<file path="src/rtl/cpu_pkg.sv">
// Shared types and default sizing for the data-memory stall controller.
package cpu_pkg;

  localparam int unsigned DEF_ADDR_WIDTH = 16;
  localparam int unsigned DEF_DATA_WIDTH = 16;
  localparam int unsigned DEF_TIMEOUT    = 15;

  typedef enum logic [1:0] {
    ST_IDLE = 2'd0,
    ST_BUSY = 2'd1,
    ST_DONE = 2'd2
  } dmem_state_e;

endpackage

</file>
<file path="src/rtl/wait_timer.sv">
// Counts BUSY cycles since the last clear; expired flags the TIMEOUT-th enabled cycle.
module wait_timer #(
  parameter int unsigned TIMEOUT = 15
) (
  input  logic clk,
  input  logic rst_n,
  input  logic clear,
  input  logic enable,
  output logic expired
);

  localparam int unsigned CW = $clog2(TIMEOUT + 1);

  logic [CW-1:0] count;

  // Saturating counter so it never wraps past TIMEOUT.
  always_ff @(posedge clk or negedge rst_n) begin
    if (!rst_n) begin
      count <= '0;
    end else if (clear) begin
      count <= '0;
    end else if (enable && (count != CW'(TIMEOUT))) begin
      count <= count + CW'(1);
    end
  end

  assign expired = enable && (count == CW'(TIMEOUT - 1));

endmodule

</file>
<file path="src/rtl/dmem_stall_ctrl.sv">
// Data-memory access controller that freezes the pipeline while an external access is in flight.
// Optional macro DMEM_TIMEOUT_EN adds a wait_timer that aborts an unanswered access and sets err.
module dmem_stall_ctrl
  import cpu_pkg::*;
#(
  parameter int unsigned ADDR_WIDTH = DEF_ADDR_WIDTH,
  parameter int unsigned DATA_WIDTH = DEF_DATA_WIDTH,
  parameter int unsigned TIMEOUT    = DEF_TIMEOUT
) (
  input  logic                  clk,
  input  logic                  rst_n,
  input  logic                  MemReadM,
  input  logic                  MemWriteM,
  input  logic [ADDR_WIDTH-1:0] addrM,
  input  logic [DATA_WIDTH-1:0] wdataM,
  output logic                  mem_req,
  output logic                  mem_we,
  output logic [ADDR_WIDTH-1:0] mem_addr,
  output logic [DATA_WIDTH-1:0] mem_wdata,
  input  logic                  mem_ack,
  input  logic [DATA_WIDTH-1:0] mem_rdata,
  output logic [DATA_WIDTH-1:0] rdataM,
  output logic                  stop,
  output logic                  err
);

  if (TIMEOUT == 0) begin : g_bad_timeout
    $error("dmem_stall_ctrl: TIMEOUT must be nonzero");
  end

  dmem_state_e           state, state_d;
  logic                  access;
  logic                  stop_c;
  logic                  req_d, we_d;
  logic [ADDR_WIDTH-1:0] addr_d;
  logic [DATA_WIDTH-1:0] wdata_d, rdata_d;

  assign access = MemReadM | MemWriteM;

`ifdef DMEM_TIMEOUT_EN
  logic timer_clear;
  logic timed_out;
  logic err_d;

  wait_timer #(
    .TIMEOUT (TIMEOUT)
  ) u_wait_timer (
    .clk     (clk),
    .rst_n   (rst_n),
    .clear   (timer_clear),
    .enable  (state == ST_BUSY),
    .expired (timed_out)
  );
`endif

  // Next-state and next-output logic.
  always_comb begin
    state_d = state;
    req_d   = mem_req;
    we_d    = mem_we;
    addr_d  = mem_addr;
    wdata_d = mem_wdata;
    rdata_d = rdataM;
    stop_c  = 1'b0;
`ifdef DMEM_TIMEOUT_EN
    timer_clear = 1'b0;
    err_d       = err;
`endif
    case (state)
      ST_IDLE: begin
        stop_c = access;
        if (access) begin
          state_d = ST_BUSY;
          req_d   = 1'b1;
          we_d    = MemWriteM;
          addr_d  = addrM;
          wdata_d = wdataM;
`ifdef DMEM_TIMEOUT_EN
          timer_clear = 1'b1;
`endif
        end
      end
      ST_BUSY: begin
        stop_c = 1'b1;
        if (mem_ack) begin
          req_d   = 1'b0;
          state_d = ST_DONE;
          if (!mem_we) begin
            rdata_d = mem_rdata;
          end
        end
`ifdef DMEM_TIMEOUT_EN
        else if (timed_out) begin
          req_d   = 1'b0;
          err_d   = 1'b1;
          state_d = ST_DONE;
        end
`endif
      end
      ST_DONE: begin
        state_d = ST_IDLE;
      end
      default: begin
        state_d = ST_IDLE;
      end
    endcase
  end

  always_ff @(posedge clk or negedge rst_n) begin
    if (!rst_n) begin
      state     <= ST_IDLE;
      mem_req   <= 1'b0;
      mem_we    <= 1'b0;
      mem_addr  <= '0;
      mem_wdata <= '0;
      rdataM    <= '0;
    end else begin
      state     <= state_d;
      mem_req   <= req_d;
      mem_we    <= we_d;
      mem_addr  <= addr_d;
      mem_wdata <= wdata_d;
      rdataM    <= rdata_d;
    end
  end

`ifdef DMEM_TIMEOUT_EN
  always_ff @(posedge clk or negedge rst_n) begin
    if (!rst_n) begin
      err <= 1'b0;
    end else begin
      err <= err_d;
    end
  end
`else
  assign err = 1'b0;
`endif

  // Freeze must not leak out while reset is held, even if a request is pending upstream.
  assign stop = stop_c & rst_n;

endmodule

</file>
<file path="config.mk">
export PLATFORM = sky130hd
export DESIGN_NAME = dmem_stall_ctrl
export DESIGN_NICKNAME = d
export VERILOG_FILES = /design/src/rtl/cpu_pkg.sv /design/src/rtl/wait_timer.sv /design/src/rtl/dmem_stall_ctrl.sv
export SDC_FILE = /design/constraint.sdc
export NUM_CORES = 1
export LEC_CHECK = 0
export BUFFER_PORTS_ARGS = -buffer_cell sky130_fd_sc_hd__buf_2
export CORE_UTILIZATION = 48
export CTS_CLUSTER_DIAMETER = 150
export DETAILED_ROUTE_END_ITERATION = 7
export HOLD_SLACK_MARGIN = 0.1
export MAX_ROUTING_LAYER = met4
export PLACE_DENSITY = 0.84
export SYNTH_ARGS = -nofsm -noshare
export SYNTH_HDL_FRONTEND = slang
export SYNTH_HIERARCHICAL = 1
export SYNTH_SLANG_ARGS = --single-unit
</file>
<file path="constraint.sdc">
create_clock -name clk -period 4.5 [get_ports clk]
set_input_delay 0.9 -clock clk [delete_from_list [all_inputs] [get_ports clk]]
set_output_delay 0.9 -clock clk [all_outputs]
set_load 0.02 [all_outputs]
</file>
==> flow_summary.json, run 1 <==
{
  "status": "complete, no violations",
  "clk_latency_ns": 0.30,
  "reg2reg_depth": 3,
  "hold_violations": 0,
  "io_pins": 105,
  "dp_hpwl_mm": 2.65,
  "synth_cell_types": 20,
  "ctsResizeCount": 0,
  "fmax_mhz": 417,
  "wl_per_cell_um": 13.2,
  "crit_type": "input pin to output port",
  "gp_routability_congestion": 0.646,
  "fin_setup_tns_ns": 0,
  "vdd_drop_max_mv": 0.326,
  "power.switching_mw": 0.742,
  "worstSetupPathDepth": 4,
  "timing.rr.start": "state[1]",
  "period_minus_slack_ns": 2.40,
  "post-cts-setup-buffers": 0,
  "fp-row-count": 23,
  "required_ns": 3.60,
  "final_max_slew_viol_count": 0,
  "portBuffers": 103,
  "syn_inst": 120,
  "viasPerCell": 4.79,
  "powerDensity_nw_per_um2": 740,
  "initial_utilization_pct": 50.6,
  "n_antenna_cell": 0,
  "critPathLaunchType": "input pin",
  "num_vias": 1323,
  "reg2reg_to": "rdataM[0]",
  "rsz0062_at_grt": "false",
  "wl_mm": 3.64,
  "synth.yosys.seq_area_share_pct": 63.9,
  "crit_top_cell": "buf_2",
  "fp.dieH_um": 67.1,
  "dr.pass1.iters": 4,
  "hold_path.startpoint": "state[1]",
  "cts.path.max_buffers": 2,
  "seq_power_share_pct": 41.2,
  "htree_num_levels": 2,
  "grt_overflow": 0,
  "synth-seq-cells": 52,
  "cts_tree": "done",
  "ant_nets": 0,
  "grt.total_usage_pct": 17.1,
  "leakagePower_nw": 1.33,
  "arrival_ns": 1.50,
  "finalNetCount": 278,
  "antenna_found_initial": 0,
  "cp_slowest_stage_delay_ns": 0.24,
  "grt_max_degree": 53,
  "clkTransAtPathRegs_ns": 0.08,
  "synth_fp_nets": 173,
  "core_um2": 4030,
  "finalCritPeriodShare_pct": 53.3,
  "crit_buf_inv": 2,
  "die_x_um": 67.1,
  "path_max_fanout": 3,
  "yosysWarnings": 6,
  "comb_power_share_pct": 45.6,
  "grt_pass1_vias": 1204,
  "ff2ff_setup_slack_ns": 2.81,
  "path_cells": "buf_2 -> nor3_1 -> nor3b_1 -> buf_2",
  "grt_pass1_wl_mm": 5.41,
  "drc": 0,
  "critPathTopFamily": "simple AND/OR/NAND/NOR gates",
  "die-area_um2": 4510,
  "syn_area_per_cell_um2": 17.0,
  "final_util_pct": 65.9,
  "cts_buffers": 5,
  "hold_class": "flop to flop",
  "holdPathStages": 1,
  "area_growth_pct": 30.4,
  "internal_power_mw": 1.22,
  "hold_buffers": 0,
  "max_slew_margin_pct": 58.0,
  "netlist_area_um2": 2040,
  "dr.first_iter.drc_count": 52,
  "setup_viol": 0,
  "swShare_pct": 37.8,
  "clockPowerShare_pct": 13.2,
  "worst_pin_slew_ns": 0.630,
  "maxCapViolCount": 0,
  "drive_gt1_share_pct": 71.7,
  "clock-sinks": 52,
  "worst_path_max_delay_cell": "nor3_1",
  "hold-path-endpoint": "state[0]",
  "end_kind": "output port",
  "fin_skew_ns": 0.00556,
  "cts_root_buf": "clkbuf_8"
}
## cell usage after synthesis (all sizes together)
library cell / n / share of area (%)
nand2: 1 / 0.18
a211o: 1 / 0.43
mux2: 48 / 28
and3b: 1 / 0.43
nor3: 1 / 0.25
a22o: 1 / 0.43
dfrtp: 52 / 64
nor3b: 1 / 0.37
buf: 7 / 3.3
nor2b: 2 / 0.98
a211oi: 1 / 0.37
nand2b: 1 / 0.31
conb: 1 / 0.18
o21a: 1 / 0.37
nor2: 1 / 0.18
## worst reg2reg max path: cells and delay by family (launching register included)
kind          cells  cell delay, ns
mux               1            0.40
flops             1            0.42
simple gates      2            0.76
## cells in the final DEF (no fill, tap or decap), types with 2 or more instances in the layout
master / synthesis / layout
buf_4: 4 / 2
mux2_4: 10 / 10
dfrtp_1: 52 / 52
clkinv_2: 0 / 2
buf_2: 1 / 103
clkbuf_8: 0 / 6
mux2_2: 38 / 38
## how the worst max path moves through the flow
stage	from	to	slack, ns
2_1_floorplan	MemWriteM	stop	2.13
3_3_place_gp	MemWriteM	stop	2.15
3_5_place_dp	MemWriteM	stop	2.09
4_1_cts	MemWriteM	stop	2.09
5_1_grt	MemWriteM	stop	2.03
6_report	MemWriteM	stop	2.10
## state kept, by name, summed over array words and instances (netlist names)
signal	cells
mem_req	1
state	2
rdataM	16
mem_addr	16
mem_wdata	16
mem_we	1
## per-stage QoR
stage | cells | total power, mW | hold WS, ns | cell area, um^2 | setup WS, ns
floorplan | 120 | 1.43 | 0.455 | 2040 | 2.13
global placement | 268 | 1.70 | 0.483 | 2560 | 2.15
detailed placement | 268 | 1.72 | 0.490 | 2560 | 2.09
CTS | 276 | 1.99 | 0.509 | 2660 | 2.09
global route | 276 | 2.09 | 0.525 | 2660 | 2.03
finish | 276 | 1.96 | 0.506 | 2660 | 2.10
## power groups by stage
stage / Combinational, mW / Sequential [mW] / Clock (mW)
after floorplan: 0.329 / 1.10 / 0
after global placement: 0.892 / 0.810 / 0
after CTS: 0.907 / 0.811 / 0.272
final: 0.896 / 0.809 / 0.260
after global routing: 0.959 / 0.840 / 0.292
after detailed placement: 0.908 / 0.814 / 0
## kinds of logic after synthesis
group,count (synthesis),share of synthesized area [%]
flip-flops,52,63.9
buffers and inverters,7,3.26
AO/OA/AOI/OAI,4,1.60
other,1,0.184
AND/OR/NAND/NOR,8,2.70
multiplexers,48,28.4
## cell type report
class	count	area, um^2
clock buffer	6	82.6
tap	50	62.6
fill	296	1370
timing repair buffer	105	531
clock inverter	2	10.0
multi-input combinational	61	669
sequential	52	1300
## per-layer routing
| metal | vias to the layer above | share of wire, % | wire length [um] | track usage, % |
|---|---|---|---|---|
| li1 | 629 | - | - | - |
| met1 | 618 | 45 | 1650 | 21.2 |
| met2 | 69 | 45 | 1640 | 25.4 |
| met3 | 7 | 8.0 | 291 | 4.73 |
| met4 | 0 | 1.6 | 57 | 9.31 |
| met5 | - | 0 | 0 | - |
(Power assumes the default switching activity.)
==> inputs of run 2 (changes only) <==
- CORE_UTILIZATION: 48 -> 45
- PLACE_DENSITY: 0.84 -> 0.8
- clock period: 4.5 -> 2.3 ns (I/O delays scaled with it)
==> run 2 against run 1 <==
  * Total power grew 100%
  * Critical path depth shrank 1
  * Critical path type is now flop to flop
  * Core utilization shrank 4.4 points
  * Via count grew 0.91%
  * Clock skew grew 0.0017 ns
  * Register-to-register slack lost 2.2 ns
  * Routed wire length grew 4.5%
  * Highest routed layer unchanged
  * Clock power grew 130%
  * Die area grew 6.5%
  * First-iteration DRC count grew 31%
  * Count of clock-buffer cells in the layout is the same
==> flow_summary.json, run 2 (same netlist as run 1, synthesis figures left out) <==
{
  "critPathLaunchType": "flop",
  "seq_power_share_pct": 40.1,
  "internal_power_mw": 2.48,
  "finalNetCount": 279,
  "arrival_ns": 1.87,
  "grt_overflow": 0,
  "die_x_um": 69.3,
  "final_common_cell": "buf_2",
  "ff2ff_setup_slack_ns": 0.61,
  "setup_viol": 0,
  "fin_skew_ns": 0.00728,
  "fp-row-count": 24,
  "max_slew_margin_pct": 58.4,
  "drc": 0,
  "cts_buffers": 5,
  "dr.pass1.iters": 4,
  "final_cell_mix": "buf_2, dfrtp_1, mux2_2",
  "ant_nets": 0,
  "cts_tree": "done",
  "num_vias": 1335,
  "final_max_slew_viol_count": 0,
  "hold_class": "input pin to asynchronous set/reset pin",
  "n_antenna_cell": 0,
  "antenna_found_initial": 0,
  "grt_pass1_wl_mm": 6.41,
  "htree_num_levels": 2,
  "initial_utilization_pct": 46.8,
  "clkTransAtPathRegs_ns": 0.09,
  "fin_setup_tns_ns": 0,
  "swShare_pct": 37.3,
  "crit_type": "flop to flop",
  "timing.rr.start": "state[1]",
  "fin_cells": 279,
  "dp_hpwl_mm": 2.83,
  "io_pins": 105,
  "core_um2": 4350,
  "status": "complete, no violations",
  "die-area_um2": 4800,
  "period_minus_slack_ns": 1.69,
  "wl_mm": 3.80,
  "drive_gt1_share_pct": 71.4,
  "powerDensity_nw_per_um2": 1480,
  "dr.first_iter.drc_count": 68,
  "ctsResizeCount": 0,
  "holdWs_ns": 0.278,
  "post-cts-setup-buffers": 0,
  "clk_latency_ns": 0.29,
  "rsz0062_at_grt": "false",
  "fill_cells": 352,
  "reg2reg_to": "rdataM[2]",
  "leakagePower_nw": 1.34,
  "cts_root_buf": "clkbuf_8",
  "comb_power_share_pct": 44.7,
  "gp_routability_congestion": 0.782,
  "grt_max_degree": 53,
  "vdd_drop_max_mv": 0.864,
  "reg.largest.list": "mem_addr: 16 flops, mem_wdata: 16 flops, rdataM: 16 flops",
  "placed_cells": 271,
  "reg2reg_depth": 3,
  "clockPowerShare_pct": 15.2,
  "multi_input_area_um2": 669,
  "clock-sinks": 52,
  "cp_slowest_stage_delay_ns": 0.51,
  "cts.path.max_buffers": 2,
  "regArea_um2": 1300,
  "fp.dieH_um": 69.3,
  "final_util_pct": 61.6,
  "power.switching_mw": 1.48,
  "path_cells": "and3b_1 -> nor2b_4 -> mux2_2",
  "required_ns": 2.48,
  "portBuffers": 103,
  "critPathTopFamily": "simple AND/OR/NAND/NOR gates",
  "maxCapViolCount": 0,
  "worst_path_max_delay_cell": "nor2b_4",
  "path_max_fanout": 16,
  "worst_pin_slew_ns": 0.624,
  "fmax_mhz": 592,
  "viasPerCell": 4.78,
  "grt_pass1_vias": 1374,
  "wl_per_cell_um": 13.6,
  "grt.total_usage_pct": 17.6,
  "end_kind": "flop",
  "crit_buf_inv": 0,
  "area_growth_pct": 31.6,
  "hold_violations": 0,
  "hold_buffers": 0,
  "finalCritPeriodShare_pct": 73.5
}
[run 2: worst reg2reg max path: stages (launching register included)]
cell and delay (ns):
dfrtp_1 0.42, and3b_1 0.24, nor2b_4 0.51, mux2_2 0.41
[run 2: layout make-up]
cell class | instances | share of cell area (%)
Sequential cell | 52 | 48.5
Multi-Input combinational cell | 61 | 25.0
Timing Repair Buffer | 106 | 20.1
Clock buffer | 6 | 2.71
Tap cell | 52 | 2.43
Clock inverter | 2 | 1.31
[run 2: per-layer routing]
layer	track usage, %	wire, um	vias up
met3	4.80	224	8
met2	28.5	2010	56
met1	21.1	1500	643
li1	-	-	628
met4	6.58	70	0
met5	-	0	-
[run 2: worst max path at each step]
stage          startpoint    endpoint  depth (start not counted)
2_1_floorplan   MemWriteM        stop                          2
3_3_place_gp      mem_ack   rdataM[3]                          4
3_5_place_dp      mem_ack  rdataM[15]                          4
4_1_cts          state[1]  rdataM[15]                          3
5_1_grt          state[1]  rdataM[15]                          3
6_report         state[1]   rdataM[2]                          3
[run 2: stage by stage]
step	area, um^2	total power [mW]	worst slack (ns)
2_1_floorplan	2040	2.80	0.811
3_3_place_gp	2570	3.34	0.546
3_5_place_dp	2570	3.40	0.502
4_1_cts	2680	4.01	0.601
5_1_grt	2680	4.18	0.511
6_report	2680	3.96	0.610
[run 2: power groups by stage]
stage / logic, mW / registers (mW) / clock network, mW
6_report: 1.77 / 1.59 / 0.603
5_1_grt: 1.87 / 1.64 / 0.660
4_1_cts: 1.80 / 1.59 / 0.624
3_5_place_dp: 1.79 / 1.61 / 0
3_3_place_gp: 1.75 / 1.59 / 0
2_1_floorplan: 0.644 / 2.16 / 0
==> inputs of run 3 (changes only) <==
- ABC_AREA: unset -> 1
- CORE_UTILIZATION: 45 -> 41
- PLACE_DENSITY: 0.8 -> 0.76
- clock period: 2.3 -> 1.5 ns (I/O delays scaled with it)
==> run 3 against run 2 <==
  * Die area up 12%
  * Combinational power up 67%
  * Synthesized area up 2.5%
  * Synthesized cell count up 93%
  * Routed wire length up 24%
  * Core utilization down 3.9 points
  * Sequential power up 53%
  * Critical path depth up 1
  * Largest cell class unchanged
  * Largest power group unchanged
==> flow_summary.json, run 3 <==
{
  "fp-row-count": 25,
  "crit_type": "flop to output port",
  "fin_skew_ns": 0.00687,
  "initial_utilization_pct": 43.4,
  "dp_hpwl_mm": 3.43,
  "leakagePower_nw": 1.65,
  "status": "complete, no violations",
  "end_kind": "output port",
  "crit_buf_inv": 2,
  "synth-seq-cells": 52,
  "synth.yosys.seq_area_share_pct": 62.3,
  "yosys_most_used_dff": "dfrtp_1",
  "cts_buffers": 5,
  "required_ns": 1.20,
  "syn_area_per_cell_um2": 9.00,
  "grt_max_degree": 53,
  "die_x_um": 73.4,
  "final_max_slew_viol_count": 0,
  "ctsResizeCount": 0,
  "hold_violations": 0,
  "drc": 0,
  "dr.pass1.iters": 4,
  "fin_setup_tns_ns": 0,
  "syn_inst": 232,
  "worst_pin_slew_ns": 0.648,
  "synth_top_area_cell": "dfrtp_1",
  "powerDensity_nw_per_um2": 2220,
  "gp_routability_congestion": 0.721,
  "yosysWarnings": 6,
  "cts_root_buf": "clkbuf_8",
  "drive_gt1_share_pct": 36.8,
  "final_util_pct": 57.7,
  "fp.dieH_um": 73.4,
  "finalCritPeriodShare_pct": 94.3,
  "cts.path.max_buffers": 2,
  "yosysTopAreaCellShare_pct": 62.3,
  "area_growth_pct": 33.1,
  "num_vias": 1918,
  "clk_latency_ns": 0.29,
  "fill_cells": 468,
  "die-area_um2": 5380,
  "synth_enable_flop_cells": 0,
  "path_max_fanout": 2,
  "grt_pass1_wl_mm": 7.75,
  "p_total_mw": 6.18,
  "viasPerCell": 4.71,
  "synth_area_leaders": "dfrtp_1, nand2_1, nand3_1",
  "critPathTopFamily": "flip-flops",
  "core_um2": 4820,
  "fmax_mhz": 707,
  "io_pins": 105,
  "arrival_ns": 1.11,
  "grt.total_usage_pct": 19.4,
  "setup_viol": 0,
  "htree_num_levels": 2,
  "holdWs_ns": 0.127,
  "vdd_drop_max_mv": 0.916,
  "path_cells": "inv_1 -> nand2_1 -> a31oi_1 -> buf_2",
  "portBuffers": 103,
  "multi_input_area_um2": 691,
  "final_cell_mix": "nand2_1, buf_2, dfrtp_1",
  "dpl_cell_area_um2": 2680,
  "async_reset_ff_share_pct": 100,
  "reg.largest.list": "mem_addr: 16 flops, mem_wdata: 16 flops, rdataM: 16 flops",
  "netlist_area_um2": 2090,
  "max_slew_margin_pct": 56.8,
  "synthTopCellsByCount": "nand2_1, dfrtp_1, nand3_1, buf_2, inv_1",
  "dr.first_iter.drc_count": 160,
  "hold_class": "input pin to asynchronous set/reset pin",
  "final_area_um2": 2780,
  "cp_slowest_stage_delay_ns": 0.39,
  "clkTransAtPathRegs_ns": 0.09,
  "finalNetCount": 392,
  "antenna_found_initial": 0,
  "n_antenna_cell": 0,
  "period_minus_slack_ns": 1.41,
  "grt_overflow": 0,
  "final_common_cell": "nand2_1",
  "rsz0062_at_grt": "false",
  "maxCapViolCount": 0,
  "wl_per_cell_um": 11.6,
  "ant_nets": 0,
  "critPathLaunchType": "flop",
  "worst_path_max_delay_cell": "dfrtp_1",
  "wl_mm": 4.72,
  "synth_cell_types": 13,
  "cts_tree": "done",
  "grt_pass1_vias": 1662,
  "synth_fp_nets": 285,
  "yosysMostFrequentCell": "nand2_1",
  "clock-sinks": 52,
  "regArea_um2": 1300
}
run 3: power breakdown:
part	switching, mW	internal [mW]
sequential	0.360	2.07
clock	0.419	0.377
combinational	1.97	0.987
run 3: repair_timing:
action                                  4_1_cts  5_1_grt
hold buffers                                  0        0
endpoints found under the setup margin        0        1
buffers inserted                              0        1
run 3: cell families after synthesis:
logic type	after synthesis	synth area share, %
simple gates	159	32.6
buf+inv	19	4.61
flops	52	62.3
other cells	1	0.180
compound gates	1	0.300
run 3: cell type report:
class,instances,share of cell area (%)
Inverter,6,0.810
Clock buffer,8,3.24
Timing Repair Buffer,113,21.3
Tap cell,67,3.02
Sequential cell,52,46.8
Multi-Input combinational cell,161,24.9
run 3: routing by layer:
metal  GRT usage [%]  share of wire, %  vias up
met3            4.12               6.5        5
li1                -                 -      950
met2            29.6                48       82
met4            6.20              0.76        0
met5               -                 0        -
met1            26.1                45      881
run 3: metrics by stage:
| stage | setup WS, ns | std cells |
|---|---|---|
| floorplan | 0.301 | 232 |
| global placement | 0.328 | 398 |
| detailed placement | 0.292 | 398 |
| CTS | 0.0137 | 406 |
| global route | 0.0289 | 407 |
| finish | 0.0856 | 407 |
run 3: worst paths after layout:
kind	from	end	slack [ns]	cells after the start
max	state[1]	stop	0.09	4
min	rst_n	rdataM[1]	0.13	2
max reg2reg	state[1]	rdataM[12]	0.22	5
min reg2reg	mem_wdata[7]	mem_wdata[7]	0.47	2
max in group asynchronous	rst_n	mem_wdata[8]	0.93	2
min in group clk	wdataM[12]	mem_wdata[12]	0.23	3
